===== src/rtl/udma_i2c_cmd_arbiter.sv =====
// ---------------------------------------------------------------------------
// udma_i2c_cmd_arbiter
//
// Shares the byte-wide command input of the I2C control engine between
// N_REQ independent command sources. Ownership is transaction-atomic: once a
// source has forwarded START it keeps the grant until its STOP, so bus
// transactions never interleave. The command stream is parsed to find the
// transaction boundaries. The next owner is chosen round-robin, starting the
// search just after the previous owner.
//
// Parameters:
//   N_REQ           number of requesters (2..8)
//   TIMEOUT_CYCLES  owner-stall limit in clk_i cycles (1..65535), used only
//                   when I2C_ARB_TIMEOUT_EN is defined
//
// Build option:
//   I2C_ARB_TIMEOUT_EN  adds a 16-bit stall counter. When the owner stalls
//                       for TIMEOUT_CYCLES cycles, the grant is revoked. If a
//                       transaction is open, a STOP (0x20) is injected first.
//                       Without it, err_o is tied to 0 and a stalled owner
//                       keeps the grant indefinitely.
//
// Ports:
//   clk_i, rst_i   clock and synchronous active-high reset
//   req_data_i     per-requester command byte, requester k in [8k+7:8k]
//   req_valid_i    per-requester byte valid
//   req_ready_o    per-requester byte accepted (only the owner sees ready)
//   cmd_data_o     byte to the I2C control engine
//   cmd_valid_o    byte valid towards the engine
//   cmd_ready_i    engine accepts the byte
//   grant_o        one-hot current owner, 0 when idle
//   busy_o         a grant is held
//   in_txn_o       START forwarded and STOP not yet forwarded
//   done_o         1-cycle pulse on the owner's bit after grant release
//   err_o          1-cycle pulse after a timeout abort
// ---------------------------------------------------------------------------
module udma_i2c_cmd_arbiter #(
   parameter int N_REQ          = 4,
   parameter int TIMEOUT_CYCLES = 1024
) (
   input  logic               clk_i,
   input  logic               rst_i,
   input  logic [8*N_REQ-1:0] req_data_i,
   input  logic [N_REQ-1:0]   req_valid_i,
   output logic [N_REQ-1:0]   req_ready_o,
   output logic [7:0]         cmd_data_o,
   output logic               cmd_valid_o,
   input  logic               cmd_ready_i,
   output logic [N_REQ-1:0]   grant_o,
   output logic               busy_o,
   output logic               in_txn_o,
   output logic [N_REQ-1:0]   done_o,
   output logic               err_o
);

   localparam int OW = (N_REQ > 1) ? $clog2(N_REQ) : 1;

   localparam logic [2:0] OP_START   = 3'd0;
   localparam logic [2:0] OP_STOP    = 3'd1;
   localparam logic [2:0] OP_RD_ACK  = 3'd2;
   localparam logic [2:0] OP_RD_NACK = 3'd3;
   localparam logic [2:0] OP_WR      = 3'd4;
   localparam logic [2:0] OP_WAIT    = 3'd5;
   localparam logic [2:0] OP_RPT     = 3'd6;
   localparam logic [2:0] OP_CFG     = 3'd7;

   if (N_REQ < 2 || N_REQ > 8 || TIMEOUT_CYCLES < 1 || TIMEOUT_CYCLES > 65535) begin : g_param_chk
      $error("udma_i2c_cmd_arbiter: parameter out of range");
   end

   typedef enum logic [2:0] {
      S_IDLE,
      S_CMD,
      S_OPND,
      S_RPT_CNT,
      S_RPT_CMD
   } state_t;

   state_t           state_q, state_d;
   logic [OW-1:0]    owner_q, owner_d;
   logic [OW-1:0]    last_q, last_d;
   logic [N_REQ-1:0] grant_q, grant_d;
   logic [N_REQ-1:0] done_q, done_d;
   logic             in_txn_q, in_txn_d;
   logic [7:0]       opnd_q, opnd_d;
   logic [7:0]       cnt_q, cnt_d;

   logic             granted;
   logic             owner_valid;
   logic [7:0]       owner_data;
   logic             hs;
   logic             tmo;
   logic             rel;
   logic             eoc;
   logic [OW-1:0]    pick;

   // Round-robin search: the lowest offset above 'last' with valid set wins.
   // The loop runs downward so that the nearest candidate is assigned last.
   function automatic logic [OW-1:0] pick_next(input logic [OW-1:0]    last,
                                               input logic [N_REQ-1:0] v);
      logic [OW-1:0] sel;
      int            idx;
      sel = last;
      for (int i = N_REQ; i >= 1; i--) begin
         idx = (int'(last) + i) % N_REQ;
         if (v[idx]) sel = OW'(idx);
      end
      return sel;
   endfunction

`ifdef I2C_ARB_TIMEOUT_EN
   localparam logic [15:0] TO_LIM = 16'(TIMEOUT_CYCLES);
   logic [15:0] stall_q, stall_d;
   logic        err_q, err_d;

   // The stall limit has been reached. From now on the owner is cut off.
   assign tmo   = granted && (stall_q == TO_LIM);
   assign err_o = err_q;
`else
   assign tmo   = 1'b0;
   assign err_o = 1'b0;
`endif

   assign granted  = |grant_q;
   assign grant_o  = grant_q;
   assign busy_o   = granted;
   assign in_txn_o = in_txn_q;
   assign done_o   = done_q;
   assign pick     = pick_next(last_q, req_valid_i);

   // Combinational passthrough from the owner. During an in-transaction abort,
   // the arbiter drives its own STOP byte and holds the owner's ready low.
   always_comb begin
      owner_valid = req_valid_i[owner_q];
      owner_data  = req_data_i[int'(owner_q)*8 +: 8];
      req_ready_o = '0;
      cmd_data_o  = '0;
      cmd_valid_o = 1'b0;
      if (tmo) begin
         if (in_txn_q) begin
            cmd_data_o  = 8'h20;
            cmd_valid_o = 1'b1;
         end
      end else if (granted) begin
         cmd_data_o           = owner_data;
         cmd_valid_o          = owner_valid;
         req_ready_o[owner_q] = cmd_ready_i;
      end
   end

   assign hs = granted && !tmo && owner_valid && cmd_ready_i;

   always_comb begin
      state_d  = state_q;
      owner_d  = owner_q;
      last_d   = last_q;
      grant_d  = grant_q;
      in_txn_d = in_txn_q;
      opnd_d   = opnd_q;
      cnt_d    = cnt_q;
      done_d   = '0;
      rel      = 1'b0;
      eoc      = 1'b0;
`ifdef I2C_ARB_TIMEOUT_EN
      err_d    = 1'b0;
      stall_d  = stall_q;
`endif

      case (state_q)
         S_IDLE: begin
            if (|req_valid_i) begin
               owner_d       = pick;
               grant_d       = '0;
               grant_d[pick] = 1'b1;
               state_d       = S_CMD;
            end
         end
         S_CMD: begin
            if (hs) begin
               case (owner_data[7:5])
                  OP_START:              in_txn_d = 1'b1;
                  OP_STOP:               rel      = 1'b1;
                  OP_RD_ACK, OP_RD_NACK: eoc      = 1'b1;
                  OP_WR, OP_WAIT: begin
                     opnd_d  = 8'd1;
                     state_d = S_OPND;
                  end
                  OP_CFG: begin
                     opnd_d  = 8'd2;
                     state_d = S_OPND;
                  end
                  OP_RPT:                state_d  = S_RPT_CNT;
                  default:               state_d  = S_CMD;
               endcase
            end
         end
         S_OPND: begin
            if (hs) begin
               if (opnd_q == 8'd1) eoc    = 1'b1;
               else                opnd_d = opnd_q - 8'd1;
            end
         end
         S_RPT_CNT: begin
            if (hs) begin
               cnt_d   = owner_data;
               state_d = S_RPT_CMD;
            end
         end
         S_RPT_CMD: begin
            // Only a repeated WR carries operands. A repeated STOP, START, RPT
            // or CFG byte is treated as a plain one-byte command.
            if (hs) begin
               if (owner_data[7:5] == OP_WR && cnt_q != 8'd0) begin
                  opnd_d  = cnt_q;
                  state_d = S_OPND;
               end else begin
                  eoc = 1'b1;
               end
            end
         end
         default: state_d = S_IDLE;
      endcase

      // End of command: a grant without an open transaction covers one command.
      if (eoc) begin
         if (in_txn_q) state_d = S_CMD;
         else          rel     = 1'b1;
      end

`ifdef I2C_ARB_TIMEOUT_EN
      // Without an open transaction the grant is dropped at once. Otherwise it
      // is dropped when the engine accepts the injected STOP.
      if (tmo && (!in_txn_q || cmd_ready_i)) begin
         rel   = 1'b1;
         err_d = 1'b1;
      end
`endif

      if (rel) begin
         grant_d  = '0;
         in_txn_d = 1'b0;
         last_d   = owner_q;
         done_d   = grant_q;
         state_d  = S_IDLE;
      end

`ifdef I2C_ARB_TIMEOUT_EN
      if (!granted || hs || rel) stall_d = '0;
      else if (stall_q != TO_LIM) stall_d = stall_q + 16'd1;
`endif
   end

   always_ff @(posedge clk_i) begin
      if (rst_i) begin
         state_q  <= S_IDLE;
         owner_q  <= '0;
         last_q   <= OW'(N_REQ - 1);
         grant_q  <= '0;
         in_txn_q <= 1'b0;
         opnd_q   <= '0;
         cnt_q    <= '0;
         done_q   <= '0;
      end else begin
         state_q  <= state_d;
         owner_q  <= owner_d;
         last_q   <= last_d;
         grant_q  <= grant_d;
         in_txn_q <= in_txn_d;
         opnd_q   <= opnd_d;
         cnt_q    <= cnt_d;
         done_q   <= done_d;
      end
   end

`ifdef I2C_ARB_TIMEOUT_EN
   always_ff @(posedge clk_i) begin
      if (rst_i) begin
         stall_q <= '0;
         err_q   <= 1'b0;
      end else begin
         stall_q <= stall_d;
         err_q   <= err_d;
      end
   end
`endif

endmodule

===== config.mk =====
export PLATFORM = sky130hd
export DESIGN_NAME = udma_i2c_cmd_arbiter
export DESIGN_NICKNAME = d
export VERILOG_FILES = /design/src/rtl/udma_i2c_cmd_arbiter.sv
export SDC_FILE = /design/constraint.sdc
export NUM_CORES = 1
export LEC_CHECK = 0
export BUFFER_PORTS_ARGS = -buffer_cell sky130_fd_sc_hd__buf_2
export CORE_MARGIN = 1
export CORE_UTILIZATION = 25
export DETAILED_ROUTE_END_ITERATION = 8
export PLACE_DENSITY = 0.43
export SYNTH_ARGS = -nofsm -noshare
export SYNTH_HDL_FRONTEND = slang
export SYNTH_SLANG_ARGS = --single-unit

===== constraint.sdc =====
create_clock -name clk_i -period 2 [get_ports clk_i]
set_input_delay 0.2 -clock clk_i [delete_from_list [all_inputs] [get_ports clk_i]]
set_output_delay 0.2 -clock clk_i [all_outputs]
set_load 0.02 [all_outputs]

After elaboration in Yosys (flattened, before gate mapping)
Index checks and enable logic that the tools add are counted.
- flip-flop bits (word level): 32
- word-level logic and storage cells: 123
- bits of input ports: 39
- output and inout port bits: 24
- muxes and demuxes: 53
- add/subtract/negate cells: 5
- equal/unequal tests: 18
- reduce and logical (&&, ||, !) cells: 24
- shift-type cells: 1
- bitwise logic cells: 6
- order comparisons: 8
- operators by type and width (operator ; count):
    $mux 8 ; 6
    $shiftx 32x6->8 ; 1
    $pmux 8 s3 ; 1
    $mux 1 ; 23
    $mux 3 ; 7
    $lt 3x4->1 const B ; 4
    $pmux 8 s2 ; 1
    $reduce_or 2->1 ; 8
    $eq 3x3->1 const B ; 5
    $pmux 3 s5 ; 1
    $eq 3x2->1 const B ; 4
    $bmux 1 s2 ; 5
    $ne 2x2->1 const B ; 5
    $eq 8x1->1 const B ; 1
    $mux 2 ; 4
    $reduce_bool 8->1 ; 1
    $reduce_or 4->1 ; 2
    $sub 8x1->8 const B ; 1
    $reduce_and 7->1 ; 1
    $eq 3x1->1 const B ; 2
    $logic_not 3->1 ; 2
    $lt 2x3->1 const B ; 2
    $pmux 3 s2 ; 1
    $logic_and 1x1->1 ; 5
    14 further kinds ; 22

Logic depth before layout (Yosys ltp)
- depth after elaboration: 14
- gate-level depth with buffers: 8
- mapped depth without buffers: 7

Least setup slack after synthesis
No wires, ideal clock.
- path kind: register -> register
- from: reg owner_q[0]
- to: reg grant_q[1] (netlist: grant_o[1])
- cell stages (with the launch flop): 7
- setup time: 104 ps
- period minus slack after synthesis: 2123 ps
- path slack: -123 ps
- data required time: 1896 ps
- arrival: 2019 ps
- buffers on the path: 1
- cell sequence: dfxtp_1 -> buf_6 -> mux4_2 -> nor4b_4 -> o211a_1 -> a311o_4 -> a2111oi_2
- word-level cells in the longest chain between the ends: 9
- elaborated cells between the ends (all ways): 23
- classes of those cells: 4 x eq/ne; 1 x shift; 13 x mux; 5 x reduce/logical
- RTL lines (element ; RTL line ; RTL):
    start: declaration ; 80 ; logic [OW-1:0] owner_q, owner_d;
    start signal: assignment ; 265 ; owner_q <= owner_d;
    branches (longest 7 deep; another with $shiftx 32x6->8) ; n/a ;
    $mux 1 * ; 225 ; if (eoc) begin
    $reduce_or 2->1 (no source line) * ; n/a ;
    end signal: assignment ; 267 ; grant_q <= grant_d;
    end: declaration ; 82 ; logic [N_REQ-1:0] grant_q, grant_d;
Every way passes the cells marked *. The select of a mux whose other input is x is not followed.
A chain may end at the register's enable or synchronous reset.

Worst setup path in the final report
Same ends and word-level chain as after synthesis.

==> results.md <==
* Status: complete, but fails checks
* Violations in the final reports: negative setup slack
* Post-synth EDFFs at 0
* Compound-cell area share of the yosys netlist at 0.230
* Die height at 95.7 µm
* Slew HR at 0.606
* Largest family of logic cells by synthesized area: simple AND/OR/NAND/NOR gates
* Final period util at 1.07
* Largest net degree at the start of global routing at 19
* Simple-gate share of the synthesized area at 0.255
* Most common cell after layout, fill and taps aside: buf_2
* Placer congestion estimate at 0.832
* Netlist cell types at 69
* Crit. End Element: register
* Mapped Avg Cell Area at 9.15 µm²
* WL per Instance at 15.4 µm
* First-pass GRT wire length at 10,800 µm
* Startpoint types: register
* FFs w/ async S/R, synth at 0
* CTS buffer count at 5
* ANT cells at 0
* HPWL Detailed at 5270 µm
* Starting Density at 0.263
* Setup slack after layout at -0.137 ns
* Vias/cell at 5.08
* Final instance area at 0.00311 mm²
* Most frequent cells in the layout: buf_2 (61), buf_4 (45), dfxtp_1 (31)
* Critical Path RT at 2.19 ns
* Worst slew pin tran at 0.584 ns
* Main synth FF type: dfxtp_1
* Cell depth of the worst hold path at 2
* Sequential area share after synthesis at 0.292
* Cells after synthesis at 240
* Die width at 95.7 µm
* Peak VDD IR at 248 µV
* Post-synthesis adder-cell area fraction at 0.0114
* # DRC at 0
* CTS H-tree lvls at 2
* Crit path DAT at 2.33 ns
* Placed instance area at 0.00290 mm²
* Antenna Nets Post-Route at 0
* Unrepaired setup endpoints after global routing: yes
* Die footprint at 0.00917 mm²
* Xor/xnor share of the synthesized area at 0.0120
* Via count at 2,265
* Clk pin slew, worst setup/hold paths at 0.07 ns
* Syn nets at 281
* Synth Cell Area at 0.00220 mm²
* Worst Reg2Reg Path Length in Cells at 6
* Clk root buf: clkbuf_8
* Pleak at 1.38 nW
* TritonCTS clock tree: yes
* Utilization after layout at 0.373
* Num ports at 63
* Maxcap violations at 0
* Iter 0 DRT Violations at 169
* Area grow syn2layout at 41.7%
* Tot Pwr at 0.00196 W
* Power per standard cell area at 629 mW/mm²
* Kind of critical path: register to register
* Layout cells sized above 1 at 0.457
* Register bit total from synthesis at 32
* Yosys warnings at 0
* Row Count at 33
* Mux cell area share after synthesis at 0.142
* Final nets at 381
* Routed WL at 6850 µm
* Non-Filler Instances at 446
* Port buffer count at 61
* 1st-pass router iterations at 4
* Final Hold Viols at 0
* Core region area at 0.00834 mm²
* Placed cells at 434
* Skew final at 0.00529 ns
* Final worst path period need at 2.14 ns
* Clk Latency, worst-skew pair at 0.28 ns
* Max-slew violations at 0
* Number of global-route vias before repair at 2,104
* Max Fclk at 468 MHz
* Critical path peak fanout at 7
* GRT Util Overall at 0.154
* Initial antenna violation count at 0
* Maximum clock insertion buffer count at 2
* HP Class: input pin to register
* Clock net sink count at 32
* Total grt overflow at 0
* Final setup viols at 29
* WHS at 0.331 ns
## repair_timing
| item | in CTS | in global routing |
|---|---|---|
| hold buffers | 0 | 0 |
| cloned | 0 | 0 |
| setup buffers | 5 | 1 |
| gates resized for setup | 15 | 4 |
| endpoints found under the setup margin | 33 | 38 |
| pin swaps | 10 | 3 |
## per-stage QoR
step	setup WS, ns	TNS, ns
2_1_floorplan	-0.0801	-0.248
3_3_place_gp	-0.233	-3.94
3_5_place_dp	-0.243	-4.18
4_1_cts	-0.135	-1.88
5_1_grt	-0.218	-4.52
6_report	-0.137	-2.11
## registers in the layout (all words and copies together), names as in the netlist
register,count
cnt_q,8
opnd_q,8
done_o,4
grant_o,4
state_q,3
last_q,2
owner_q,2
in_txn_o,1
## cell families after synthesis
family / after synthesis
DFF: 32
and+or+nand+nor: 98
buffers and inverters: 23
muxes: 20
adders and majority gates: 2
xor gates and xnor gates: 3
other: 1
AOI/OAI and AO/OA: 61
## layout make-up
cell class	count	area (µm²)
Tap cell	105	131
Fill cell	880	5230
Sequential cell	32	642
Inverter	7	26.3
Timing Repair Buffer	109	686
Clock buffer	8	90.1
Multi-Input combinational cell	185	1540
## per-layer routing
| metal | up-vias | GRT usage | routed length, µm |
|---|---|---|---|
| li1 | 1112 | - | - |
| met1 | 1073 | 0.226 | 3350 |
| met2 | 75 | 0.235 | 3120 |
| met3 | 5 | 0.0229 | 311 |
| met4 | 0 | 0.0386 | 73 |
| met5 | - | 0 | 0 |
## final timing paths
check / startpoint / to / slack (ns)
max: owner_q[0] / grant_o[1] / -0.14
min: rst_i / cnt_q[0] / 0.33
min reg2reg: grant_o[2] / grant_o[2] / 0.52
max reg2reg: owner_q[0] / grant_o[1] / -0.14
## report_power, final
group | switching (W) | internal (W) | leakage [nW]
clock | 0.000248 | 0.000281 | 0.0455
combinational | 0.000392 | 0.000350 | 1.08
sequential | 0.0000237 | 0.000662 | 0.260
total | 0.000664 | 0.00129 | 1.38
## worst max-delay path, stage by stage, from the launching register on
cell       delay (ns)
dfxtp_2          0.35
buf_6            0.11
mux4_2           0.55
nor4b_4          0.16
o211a_1          0.29
a311o_4          0.39
a2111oi_2        0.20
## cells in the mapped netlist, drive strengths merged, types with 3 or more instances
cell type / instances / area, µm²
mux2i: 11 / 110
o21ai: 6 / 33.8
clkbuf: 8 / 33.8
buf: 7 / 55.1
or4: 3 / 31.3
a211oi: 8 / 82.6
and3: 3 / 18.8
inv: 7 / 26.3
nor2: 23 / 86.3
nand2: 14 / 52.6
nand2b: 8 / 50.1
mux4: 9 / 203
nor3b: 7 / 52.6
dfxtp: 32 / 641
xor2: 3 / 26.3
nor4: 6 / 37.5
a21oi: 13 / 65.1
a31oi: 5 / 37.5
nor2b: 11 / 68.8
nor3: 11 / 60.1
nand3: 3 / 15.0
No activity file was read; power rests on OpenSTA's default activity.
